## src/rtl/imm_field_encoder.sv

```systemverilog
// -----------------------------------------------------------------------------
// imm_field_encoder
//   Packs rd/rs1/rs2/funct3 and a 32-bit signed byte offset into an RV32
//   I-type load, S-type store or B-type branch word. Each encoded word, with
//   its range/alignment error flag, goes into a 2-entry output FIFO.
//
//   Optional feature macro: ENC_ERR_COUNT_EN
//     defined   : err_count is a saturating count of accepted erroneous requests
//     undefined : err_count is tied to zero and no counter is built
// -----------------------------------------------------------------------------
module imm_field_encoder #(
    parameter int DEPTH = 2,   // output FIFO entries; only 2 is supported
    parameter int CNT_W = 16   // width of the optional error counter
) (
    input  logic             clk,
    input  logic             rst_n,
    input  logic             in_valid,
    output logic             in_ready,
    input  logic [1:0]       in_fmt,
    input  logic [4:0]       in_rd,
    input  logic [4:0]       in_rs1,
    input  logic [4:0]       in_rs2,
    input  logic [2:0]       in_funct3,
    input  logic [31:0]      in_imm,
    output logic             out_valid,
    input  logic             out_ready,
    output logic [31:0]      out_instr,
    output logic             out_err,
    output logic [CNT_W-1:0] err_count
);

    typedef enum logic [1:0] {
        FMT_I   = 2'd0,
        FMT_S   = 2'd1,
        FMT_B   = 2'd2,
        FMT_RSV = 2'd3
    } fmt_e;

    localparam logic [6:0]  OPC_LOAD   = 7'b0000011;
    localparam logic [6:0]  OPC_STORE  = 7'b0100011;
    localparam logic [6:0]  OPC_BRANCH = 7'b1100011;
    localparam logic [31:0] INSTR_NOP  = 32'h0000_0013;

    // Encoder outputs
    logic [31:0] w_enc_instr;
    logic        w_enc_err;
    logic        w_fits_12;   // imm representable as 12-bit signed
    logic        w_fits_13;   // imm representable as 13-bit signed

    // FIFO state: pointers are 1 bit and simply toggle, wrapping 1 -> 0
    logic [1:0]  r_count;
    logic        r_wr_ptr;
    logic        r_rd_ptr;
    logic [31:0] r_mem_instr [2];
    logic        r_mem_err   [2];

    logic        w_push;
    logic        w_pop;

    // The upper bits must all be copies of the sign bit for the value to fit
    assign w_fits_12 = (&in_imm[31:11]) | ~(|in_imm[31:11]);
    assign w_fits_13 = (&in_imm[31:12]) | ~(|in_imm[31:12]);

    // Combinational field packing and error detection for the offered request
    always_comb begin
        // NOTE: every output of this block gets a default first, so no path
        // through the case can leave a value held -- that is what keeps it
        // from inferring a latch.
        w_enc_instr = INSTR_NOP;
        w_enc_err   = 1'b1;
        unique case (fmt_e'(in_fmt))
            FMT_I: begin
                w_enc_instr = {in_imm[11:0], in_rs1, in_funct3, in_rd, OPC_LOAD};
                w_enc_err   = ~w_fits_12;
            end
            FMT_S: begin
                w_enc_instr = {in_imm[11:5], in_rs2, in_rs1, in_funct3,
                               in_imm[4:0], OPC_STORE};
                w_enc_err   = ~w_fits_12;
            end
            FMT_B: begin
                w_enc_instr = {in_imm[12], in_imm[10:5], in_rs2, in_rs1, in_funct3,
                               in_imm[4:1], in_imm[11], OPC_BRANCH};
                w_enc_err   = ~w_fits_13 | in_imm[0];
            end
            FMT_RSV: begin
                w_enc_instr = INSTR_NOP;
                w_enc_err   = 1'b1;
            end
            default: begin
                w_enc_instr = INSTR_NOP;
                w_enc_err   = 1'b1;
            end
        endcase
    end

    // Handshakes depend only on registered occupancy, never on out_ready
    assign in_ready  = (r_count < 2'(DEPTH));
    assign out_valid = (r_count != 2'd0);
    assign w_push    = in_valid & in_ready;
    assign w_pop     = out_valid & out_ready;

    // Head entry is presented only while valid, so an empty FIFO reads as zero
    assign out_instr = out_valid ? r_mem_instr[r_rd_ptr] : 32'h0;
    assign out_err   = out_valid ? r_mem_err[r_rd_ptr]   : 1'b0;

    // Occupancy and pointer update; push and pop together leave count unchanged
    always_ff @(posedge clk or negedge rst_n) begin
        if (!rst_n) begin
            r_count  <= 2'd0;
            r_wr_ptr <= 1'b0;
            r_rd_ptr <= 1'b0;
        end else begin
            // NOTE: sequential state uses non-blocking assignments so every
            // register samples pre-edge values, regardless of statement order.
            if (w_push) r_wr_ptr <= ~r_wr_ptr;
            if (w_pop)  r_rd_ptr <= ~r_rd_ptr;
            case ({w_push, w_pop})
                2'b10:   r_count <= r_count + 2'd1;
                2'b01:   r_count <= r_count - 2'd1;
                default: r_count <= r_count;
            endcase
        end
    end

    // Entry storage written at the tail on the accepting edge
    always_ff @(posedge clk) begin
        // NOTE: the storage array is deliberately not reset; reset clears the
        // count, and outputs are gated by out_valid, so old contents are never seen.
        if (w_push) begin
            r_mem_instr[r_wr_ptr] <= w_enc_instr;
            r_mem_err[r_wr_ptr]   <= w_enc_err;
        end
    end

`ifdef ENC_ERR_COUNT_EN
    logic [CNT_W-1:0] r_err_count;

    // Saturating count of accepted requests that carried an error
    always_ff @(posedge clk or negedge rst_n) begin
        if (!rst_n) begin
            r_err_count <= '0;
        end else if (w_push && w_enc_err && !(&r_err_count)) begin
            r_err_count <= r_err_count + CNT_W'(1);
        end
    end

    assign err_count = r_err_count;
`else
    assign err_count = '0;
`endif

endmodule

```

## config.mk

```make
export PLATFORM = sky130hd
export DESIGN_NAME = imm_field_encoder
export DESIGN_NICKNAME = d
export VERILOG_FILES = /design/src/rtl/imm_field_encoder.sv
export SDC_FILE = /design/constraint.sdc
export NUM_CORES = 1
export LEC_CHECK = 0
export ABC_AREA = 1
export CORE_ASPECT_RATIO = 0.9
export CORE_MARGIN = 4
export CORE_UTILIZATION = 45
export DETAILED_ROUTE_END_ITERATION = 12
export PLACE_DENSITY_LB_ADDON = 0.1
export SETUP_SLACK_MARGIN = 0.4
export SLEW_MARGIN = 20
export SYNTH_ARGS = -nofsm -noshare
export SYNTH_HDL_FRONTEND = slang
export SYNTH_SLANG_ARGS = --single-unit
```

## constraint.sdc

```tcl
create_clock -name clk -period 2.5 [get_ports clk]
set_input_delay 0.5 -clock clk [delete_from_list [all_inputs] [get_ports clk]]
set_output_delay 0.5 -clock clk [all_outputs]
set_load 0.005 [all_outputs]
```

# ---- After elaboration in Yosys (flattened, before gate mapping)
# Memories as Yosys holds them, arrays and structs flattened.
# Index checks and enable logic that the tools add are counted.
dict set report totals {
  out_inout_bits 51
  ff_bits 4
  latchBits 0
  in_bits 56
  n_memories 2
  mem_bits_ro 0
  elab_cells 39
  ram_bits 66
}
# name words word_bits rd rd_clocked_by_memory_dff wr line
set mem_list {}
lappend mem_list {r_mem_instr 2 32 1 0 1 54} ;# logic [31:0] r_mem_instr [2];
lappend mem_list {r_mem_err 2 1 1 0 1 55} ;# logic r_mem_err [2];
dict set report op_classes {
  shifts 0
  n_div 0
  bitwise 11
  n_addsub 2
  n_eq_ne 5
  mux 7
  n_reduce_logical 8
  mul 0
  n_lt_le_gt_ge 1
}
# operator count
set ops {}
lappend ops {{one-hot mux 32 bit (4 select lines)} 1}
lappend ops {{two-way mux 32 bit} 1}
lappend ops {{AND reduction 21 bit} 1}
lappend ops {{OR reduction 21 bit} 1}
lappend ops {{AND reduction 20 bit} 1}
lappend ops {{OR reduction 20 bit} 1}
lappend ops {{equality test 2 bit (second input constant)} 3}
lappend ops {{inverter 1 bit} 6}
lappend ops {{equality test 2 x 1 -> 1 bit (second input constant)} 2}
lappend ops {{one-hot mux 2 bit (2 select lines)} 1}
lappend ops {{nonzero test 2 bit} 2}
lappend ops {{two-way mux 1 bit} 3}
lappend ops {{bitwise OR 1 bit} 3}
lappend ops {{one-hot mux 1 bit (3 select lines)} 1}
lappend ops {{adder 2 x 1 -> 2 bit (second input constant)} 1}
lappend ops {{bitwise AND 1 bit} 2}
lappend ops {{logical NOT 2 bit} 1}
lappend ops {{< comparator 2 bit (second input constant)} 1}
lappend ops {{OR reduction 2 bit} 1}
lappend ops {{subtractor 2 x 1 -> 2 bit (second input constant)} 1}

# ---- Logic depth before layout (Yosys ltp)
# Gate-level depths: netlist of the first run.
dict set report logic_depth {
  word_depth 6
  ltp_mapped 9
  ltp_nobuf 9
}

# ---- Worst setup path before layout of the first run
# OpenSTA, ideal clock, no wires.
dict set report synth_path {
  kind {input -> register}
  start {input port in_valid}
  end {memory r_mem_err[0] (enable)}
  path_slack_ns 0.239
  path_buffers 0
  required_time_ns 2.085
  stages 2
  t_arrival_ns 1.846
  setup_ns 0.415
  cell_sequence {nand2_1 nor2_1}
}
dict set report synth_between {
  elab_chain_len 3
}
# item line
set synth_rtl {}
lappend synth_rtl {{start: declaration} 17} ;# input logic in_valid,
lappend synth_rtl {{bitwise AND 1 bit} 100} ;# assign w_push = in_valid & in_ready;
lappend synth_rtl {{two-way mux 1 bit} 130} ;# if (w_push) begin
lappend synth_rtl {{two-way mux 1 bit (implied by the code)} 132} ;# r_mem_err[r_wr_ptr] <= w_enc_err;
lappend synth_rtl {{end: declaration} 55}
# Every way passes these cells.

# ---- Final worst setup path of the first run
dict set report layout_path {
  start {register r_rd_ptr}
  end {output port out_instr[18]}
}
dict set report layout_between {
  elab_chain_len 2
}
# item line
set layout_rtl {}
lappend layout_rtl {{start: declaration} 53} ;# logic r_rd_ptr;
lappend layout_rtl {{start signal: assignment} 117} ;# if (w_pop) r_rd_ptr <= ~r_rd_ptr;
lappend layout_rtl {{memory (2 x 32 bit)} n/a}
lappend layout_rtl {{two-way mux 32 bit} 104} ;# assign out_instr = out_valid ? r_mem_instr[r_rd_ptr] : 32'h0;
lappend layout_rtl {{end: declaration} 27} ;# output logic [31:0] out_instr,
# Every way passes these cells.

==> results.md, run 1 <==
* First-pass GRT wire length at 11.2 mm
* Cells after Synth at 310
* Final Cell Area at 4330 µm²
* RePlAce Congestion at approximately 0.73
* RSZ-0062 raised after global routing: true
* CP Launch Type: flop
* Placed cell areas at 4000 µm²
* Comb power frac at 45.2%
* Fmax at 469 MHz
* Pwr dens at 972 nW/µm²
* Net Sw Frac at 33.0%
* Arrival @ worst endpoint at approximately 1.6 ns
* Worst-path clk slew at 0.07 ns
* Flops & latches, synth at 62
* Buffers on Ports at 88
* CP max FO at 10
* Starting Density at approximately 46%
* Delay of the slowest cell on the worst path at 0.44 ns
* Power Total at 0.00421 W
* WS Path Type: flop to output pin
* Full die area at 8170 µm²
* Clock Skew at 0.00962 ns
* WL/cell at 14.4 µm
* Fin nets at 473
* Total grt overflow at 0
* CTS tree: yes
* Pleak at between 1.5 and 2 nW
* Worst-skew pair later-pin latency at 0.33 ns
* # diodes at 0
* # DRC at 0
* Root Driver: clkbuf_8
* Syn Area/Cell at 9.84 µm²
* Worst Setup End Kind: output pin
* Post-synth top cells: 85 x nand2_1, 58 x edfxtp_1, 33 x nor2_1
* Vert. Die Dim at 86.1 µm
* Ys flop type: edfxtp_1
* Clock tree buffer depth at 2
* Hold Crit Class: input pin to async pin
* Place WS at between 0.2 and 0.3 ns
* Final Hold Fails at 0
* Sink Count at 62
* Row count at 28
* Setup TNS at 0 ns
* Num ports at ~110
* Layout cells sized above 1 at 14.1%
* Synth area leader: edfxtp_1
* Fin cells at 507
* Synth async-reset ratio at around 6.5%
* Core area at ~6600 µm²
* Antenna violations before repair at 0
* Worst ir drop on vdd at 455 µV
* Req. time, crit path at 2.00 ns
* Crit path cell chain: inv_4 > buf_4 > bufbuf_16 > nand2_1 > a21oi_1 > dlygate4sd2_1
* Post-synthesis sequential area ratio at 60.4%
* CP top delay family: buffers and inverters
* GRT Overall Usage at 18.2%
* Count leader, synth: nand2_1
* Reg power frac at 34.8%
* Slowest cell on crit path: dfrtp_2
* Final Cycle Share at a little under nine tenths
* Post-Synthesis Cell Area at just over 3000 µm²
* Number of global-route vias before repair at 2388
* Clk network pwr share at about 20%
* Post-synth top area share at 57.1%
* DR iter-0 viols at 93
* MaxCap Viol Count at 0
* EDFF count, synth at 58
* Distinct cells, synth at 23
* Vias at roughly 2400
* Synth top area cells: edfxtp_1 57%, nand2_1 10%, buf_4 5.4%
* Cts hold-fix bufs at 0
* Yosys Warn Count at 0
* Min cycle time layout at approximately 2.1 ns
* Pins Over Slew Limit at 0
* Status: completed
* Die Wd at 94.8 µm
* Pre-Repair DR Iteration Count at 4
* Total CTS buffers at 9
* Total internal power at 0.00282 W
* Final ANT Viol Nets at 0
* Largest net degree at the start of global routing at 32
* Routed wire length at 7.30 mm
* Dpl hpwl at 4.65 mm
* Vias per std cell at 4.79
* Layout area overhead at 41.8%
* CTS H-tree lvls at 3
* Dpl cells at 480
* Endpoints failing setup at 0
* Setup slack after layout at about 0.37 ns
* Buf+Inv Stages, Crit Path at 4
* Switching pwr at approximately 0.0014 W
placed cells by master (no fill, tap or decap), types with 2 or more instances in the layout:
master,netlist,layout
dfrtp_1,4,2
nand4_1,4,4
buf_12,0,6
clkbuf_2,0,10
dlygate4sd2_1,0,14
a21oi_2,0,4
o21ai_0,5,5
nand2_1,85,84
nor2_2,4,3
clkbuf_8,0,9
edfxtp_1,58,58
nand3_1,8,8
conb_1,1,18
dlymetal6s2s_1,0,4
dfrtp_2,0,2
o31ai_1,3,3
xor2_1,3,3
o21ai_1,3,3
buf_4,22,8
clkinv_2,0,3
nor2_4,0,3
ha_1,5,5
nor2_1,33,31
inv_1,27,27
clkdlybuf4s50_1,0,59
a21oi_1,30,26
worst reg2reg max path, cell delays in order (launching register included):
cell       delay, ns
dfrtp_2         0.44
nor2_4          0.14
buf_4           0.14
clkbuf_16       0.17
nor2_2          0.05
ha_1            0.30
a21oi_1         0.11
o21ai_0         0.10
xor2_1          0.15
sequential cells by signal, summed over array words and instances (netlist names):
name         cells
r_wr_ptr         1
r_mem_err        2
r_count          2
r_mem_instr     56
r_rd_ptr         1
layer usage:
metal | global-route usage, % | vias to the layer above | wire length (µm)
met1 | 20.8 | 1142 | 2970
met3 | 3.95 | 10 | 457
li1 | - | 1195 | -
met5 | 0 | - | 0
met2 | 33.0 | 80 | 3760
met4 | 7.08 | 0 | 103
area by class of cell:
class / instances / area [µm²]
fillers: 573 / 2260
clock buffers: 10 / 128
repair buffers: 106 / 1090
well taps: 90 / 113
clock inverters: 6 / 61.3
inverters: 28 / 108
flip-flops and latches: 62 / 1840
multi-input cells: 205 / 978
logic make-up after synthesis:
group | Yosys count | synth area share (%)
XOR/XNOR | 4 | 1.15
flip-flops | 62 | 60.4
adder cells (fa/ha/maj) | 5 | 2.05
AND/OR/NAND/NOR | 136 | 18.2
other | 1 | 0.123
AO/OA/AOI/OAI | 42 | 7.22
buffers and inverters | 60 | 10.9
final timing paths:
kind                            slack, ns                endpoint  cells past startpoint              startpoint
min in group clk                     0.63  r_count[0]$_DFFE_PN0P_                      2  r_count[0]$_DFFE_PN0P_
worst max-delay path                 0.37           out_instr[18]                      6    r_rd_ptr$_DFFE_PN0P_
worst min register to register       0.63  r_count[0]$_DFFE_PN0P_                      2  r_count[0]$_DFFE_PN0P_
worst min-delay path                 0.37    r_wr_ptr$_DFFE_PN0P_                      1                   rst_n
max in group asynchronous            1.95    r_rd_ptr$_DFFE_PN0P_                      1                   rst_n
worst max register to register       0.77  r_count[1]$_DFFE_PN0P_                      8  r_count[0]$_DFFE_PN0P_
power groups by stage:
stage | sequential, W | combinational, W | clock [W]
floorplan | 0.00146 | 0.000797 | 0
detailed placement | 0.00147 | 0.00175 | 0
finish | 0.00146 | 0.00190 | 0.000841
global route | 0.00148 | 0.00209 | 0.000911
CTS | 0.00146 | 0.00181 | 0.000860
global placement | 0.00146 | 0.00172 | 0
metrics by stage:
step                utilization (%)  hold WS, ns
floorplan                         -        0.204
global placement               60.7        0.529
detailed placement             60.7        0.532
CTS                            64.8        0.359
global route                   65.7        0.360
finish                         65.7        0.366
timing repair:
item | CTS | global route
endpoints found under the setup margin | 32 | 21
pin swaps | 0 | 3
setup buffers | 3 | 5
gates resized for setup | 32 | 34
cloned | 2 | 1
Note: power is estimated with default switching activity, not from simulation.
==> run 2, diff against run 1 <==
--- a/config.mk
+++ b/config.mk
@@ -6,9 +6,11 @@
 export NUM_CORES = 1
 export LEC_CHECK = 0
 export ABC_AREA = 1
+export CELL_PAD_IN_SITES_DETAIL_PLACEMENT = 2
+export CELL_PAD_IN_SITES_GLOBAL_PLACEMENT = 2
 export CORE_ASPECT_RATIO = 0.9
 export CORE_MARGIN = 4
-export CORE_UTILIZATION = 45
+export CORE_UTILIZATION = 27
 export DETAILED_ROUTE_END_ITERATION = 12
 export PLACE_DENSITY_LB_ADDON = 0.1
 export SETUP_SLACK_MARGIN = 0.4
==> run 2 against run 1 <==
Against the previous run: global-route usage is 3.2 points lower; worst setup slack gained 0.043 ns; clock skew decreased by 0.0061 ns; sequential power barely moved; critical path depth decreased by 1; first-iteration DRC count down 17%; die area is 60% higher; combinational power up 13%; clock power up 45%; largest cell class unchanged; highest routed layer unchanged.
==> results.md, run 2 (same netlist as run 1, synthesis figures left out) <==
* Fillcell total at 1176 (+110%)
* Worst Reg-to-Reg Cells at 7 (-1)
* # DRC at 0 (unchanged)
* GRT Overall Usage at 15.0% (-3.2 points)
* Final ANT Viol Nets at 0 (unchanged)
* Antenna violations before repair at 0 (unchanged)
* Sink Count at 62 (unchanged)
* CTS H-tree lvls at 3 (unchanged)
* Req. time, crit path at 2.00 ns (about the same)
* Pins Over Slew Limit at 0 (unchanged)
* CP max FO at 4 (-6)
* Fmax at 479 MHz (+2.1%)
* Worst hold margin at 0.389 ns (+0.0233 ns)
* Routed wire length at 9.53 mm (+31%)
* Worst Setup End Kind: output pin
* Comb power frac at 44.4% (-0.8 points)
* R2R setup slack at 0.72 ns (-0.05 ns)
* Vias at 2515 (+3.6%)
* Full die area at 13100 µm² (+60%)
* Top Registers: r_mem_instr (56), r_count (2), r_mem_err (2)
* Root Driver: clkbuf_16
* RSZ-0062 raised after global routing: true
* Arrival @ worst endpoint at 1.59 ns (-0.04 ns)
* DR iter-0 viols at 77 (-17%)
* Row count at 36 (+29%)
* Hold Crit Class: input pin to async pin
* Number of global-route vias before repair at 2880 (+21%)
* First-pass GRT wire length at 14.8 mm (+32%)
* Total CTS buffers at 9 (unchanged)
* Net Sw Frac at 33.0% (about the same)
* Layout cells sized above 1 at 18.0% (+3.9 points)
* Clock tree buffer depth at 2 (unchanged)
* Total grt overflow at 0 (unchanged)
* Status: completed
* Pleak at 1.93 nW (+4.7%)
* Min cycle time layout at 2.09 ns (-0.0434 ns)
* Worst ir drop on vdd at 474 µV (+4.3%)
* Final Cycle Share at 83.6% (-1.7 points)
* Largest register FFs at 56 (unchanged)
* Vert. Die Dim at 109 µm (+26%)
* CP Launch Type: flop
* Most frequent cells in the layout: 83 x nand2_1, 58 x edfxtp_1, 56 x clkdlybuf4s50_1
* RR Endpoint: r_count[1]$_DFFE_PN0P_
* Starting Density at 27.9% (-18 points)
* Num ports at 107 (unchanged)
* Die Wd at 120 µm (+27%)
* WL/cell at 16.5 µm (+14%)
* Final Hold Fails at 0 (unchanged)
* Setup TNS at 0 ns (unchanged)
* Dpl hpwl at 6.15 mm (+32%)
* Worst-path clk slew at 0.05 ns (-0.02 ns)
* Endpoints failing setup at 0 (unchanged)
* # diodes at 0 (unchanged)
* Buffers on Ports at 88 (unchanged)
* Pre-Repair DR Iteration Count at 4 (unchanged)
* Clock Skew at 0.00351 ns (-0.00611 ns)
* R2r startpoint: r_count[1]$_DFFE_PN0P_
* Pwr dens at 1040 nW/µm² (+6.9%)
* Most common library cell in the layout ignoring fill and taps: nand2_1
* Cts hold-fix bufs at 0 (unchanged)
* Core area at 10900 µm² (+66%)
* Total internal power at 0.00323 W (+15%)
* Fin nets at 483 (+2.1%)
* WS Path Type: flop to output pin
* CTS tree: yes
* Final Cell Area at 4640 µm² (+7.3%)
* Layout area overhead at 52.2%
* RePlAce Congestion at 0.700 (-3.4%)
* Reg power frac at 30.4% (-4.4 points)
* Vias per std cell at 4.34 (-9.3%)
* Largest net degree at the start of global routing at 30 (-6.3%)
* Biggest register: r_mem_instr
* MaxCap Viol Count at 0 (unchanged)
* Clk network pwr share at 25.2% (+5.2 points)
* Switching pwr at 0.00159 W (+15%)
* Worst-skew pair later-pin latency at 0.32 ns (about the same)
* Placed cell areas at 4080 µm² (+2.1%)
run 2: cell types whose count changed in the layout (fill, tap and decap cells not counted), sizes merged, moves of 3 or more:
cell | previous run | this run
buf | 17 | 27
clkdlybuf4s15 | 0 | 6
clkdlybuf4s50 | 59 | 56
clkinvlp | 1 | 4
dlygate4sd2 | 14 | 11
inv | 29 | 26
run 2: metal layers:
metal / up-vias / global-route usage [%] / routed length, µm
li1: 1206 / - / -
met1: 1232 / 16.1 / 3720
met2: 69 / 29.2 / 5240
met3: 8 / 4.20 / 474
met4: 0 / 3.52 / 89
met5: - / 0 / 0
run 2: area by class of cell:
cell class                 instances  area [µm²]  area share (%)
tap                              152         190            4.10
timing repair buffer             116        1180            25.5
sequential                        62        1840            39.7
multi-input combinational        205        1010            21.8
clock buffer                       9         225            4.85
inverter                          28         114            2.45
clock inverter                     7        75.1            1.62
run 2: worst max path at each step:
stage | startpoint | endpoint | slack, ns | cells after the start
2_1_floorplan | in_valid | r_mem_err[0]$_DFFE_PP_ | 0.24 | 2
3_3_place_gp | in_fmt[0] | r_mem_instr[0][22]$_DFFE_PP_ | 0.28 | 7
3_5_place_dp | in_fmt[0] | r_mem_instr[0][23]$_DFFE_PP_ | 0.19 | 7
4_1_cts | r_rd_ptr$_DFFE_PN0P_ | out_instr[6] | 0.20 | 5
5_1_grt | r_count[1]$_DFFE_PN0P_ | out_instr[0] | 0.31 | 5
6_report | r_count[1]$_DFFE_PN0P_ | out_instr[4] | 0.41 | 5
run 2: per-stage QoR:
step	total power (W)	util, %	setup WS, ns	std cells
final	0.00483	42.4	0.411	579
after global routing	0.00514	42.4	0.313	579
after CTS	0.00479	41.7	0.200	571
after detailed placement	0.00331	37.3	0.185	543
after global placement	0.00326	37.3	0.279	543
after floorplan	0.00226	-	0.239	327
run 2: timing repair:
item / 4_1_cts / 5_1_grt
buffers inserted: 9 / 8
resized for setup: 38 / 50
pin swaps: 1 / 2
cloned: 3 / 0
endpoints found under the setup margin: 32 / 39
run 2: critical path, cell delays in order, from the launching register on:
cell and delay [ns]:
dfrtp_1 0.40, nor2_4 0.25, clkbuf_16 0.19, buf_6 0.11
a21oi_1 0.05, dlygate4sd2_1 0.26
run 2: power groups by stage:
stage / logic [W] / clock network, W / registers, W
floorplan: 0.000797 / 0 / 0.00146
global placement: 0.00180 / 0 / 0.00146
detailed placement: 0.00183 / 0 / 0.00148
CTS: 0.00208 / 0.00124 / 0.00147
global route: 0.00236 / 0.00130 / 0.00148
finish: 0.00214 / 0.00122 / 0.00147
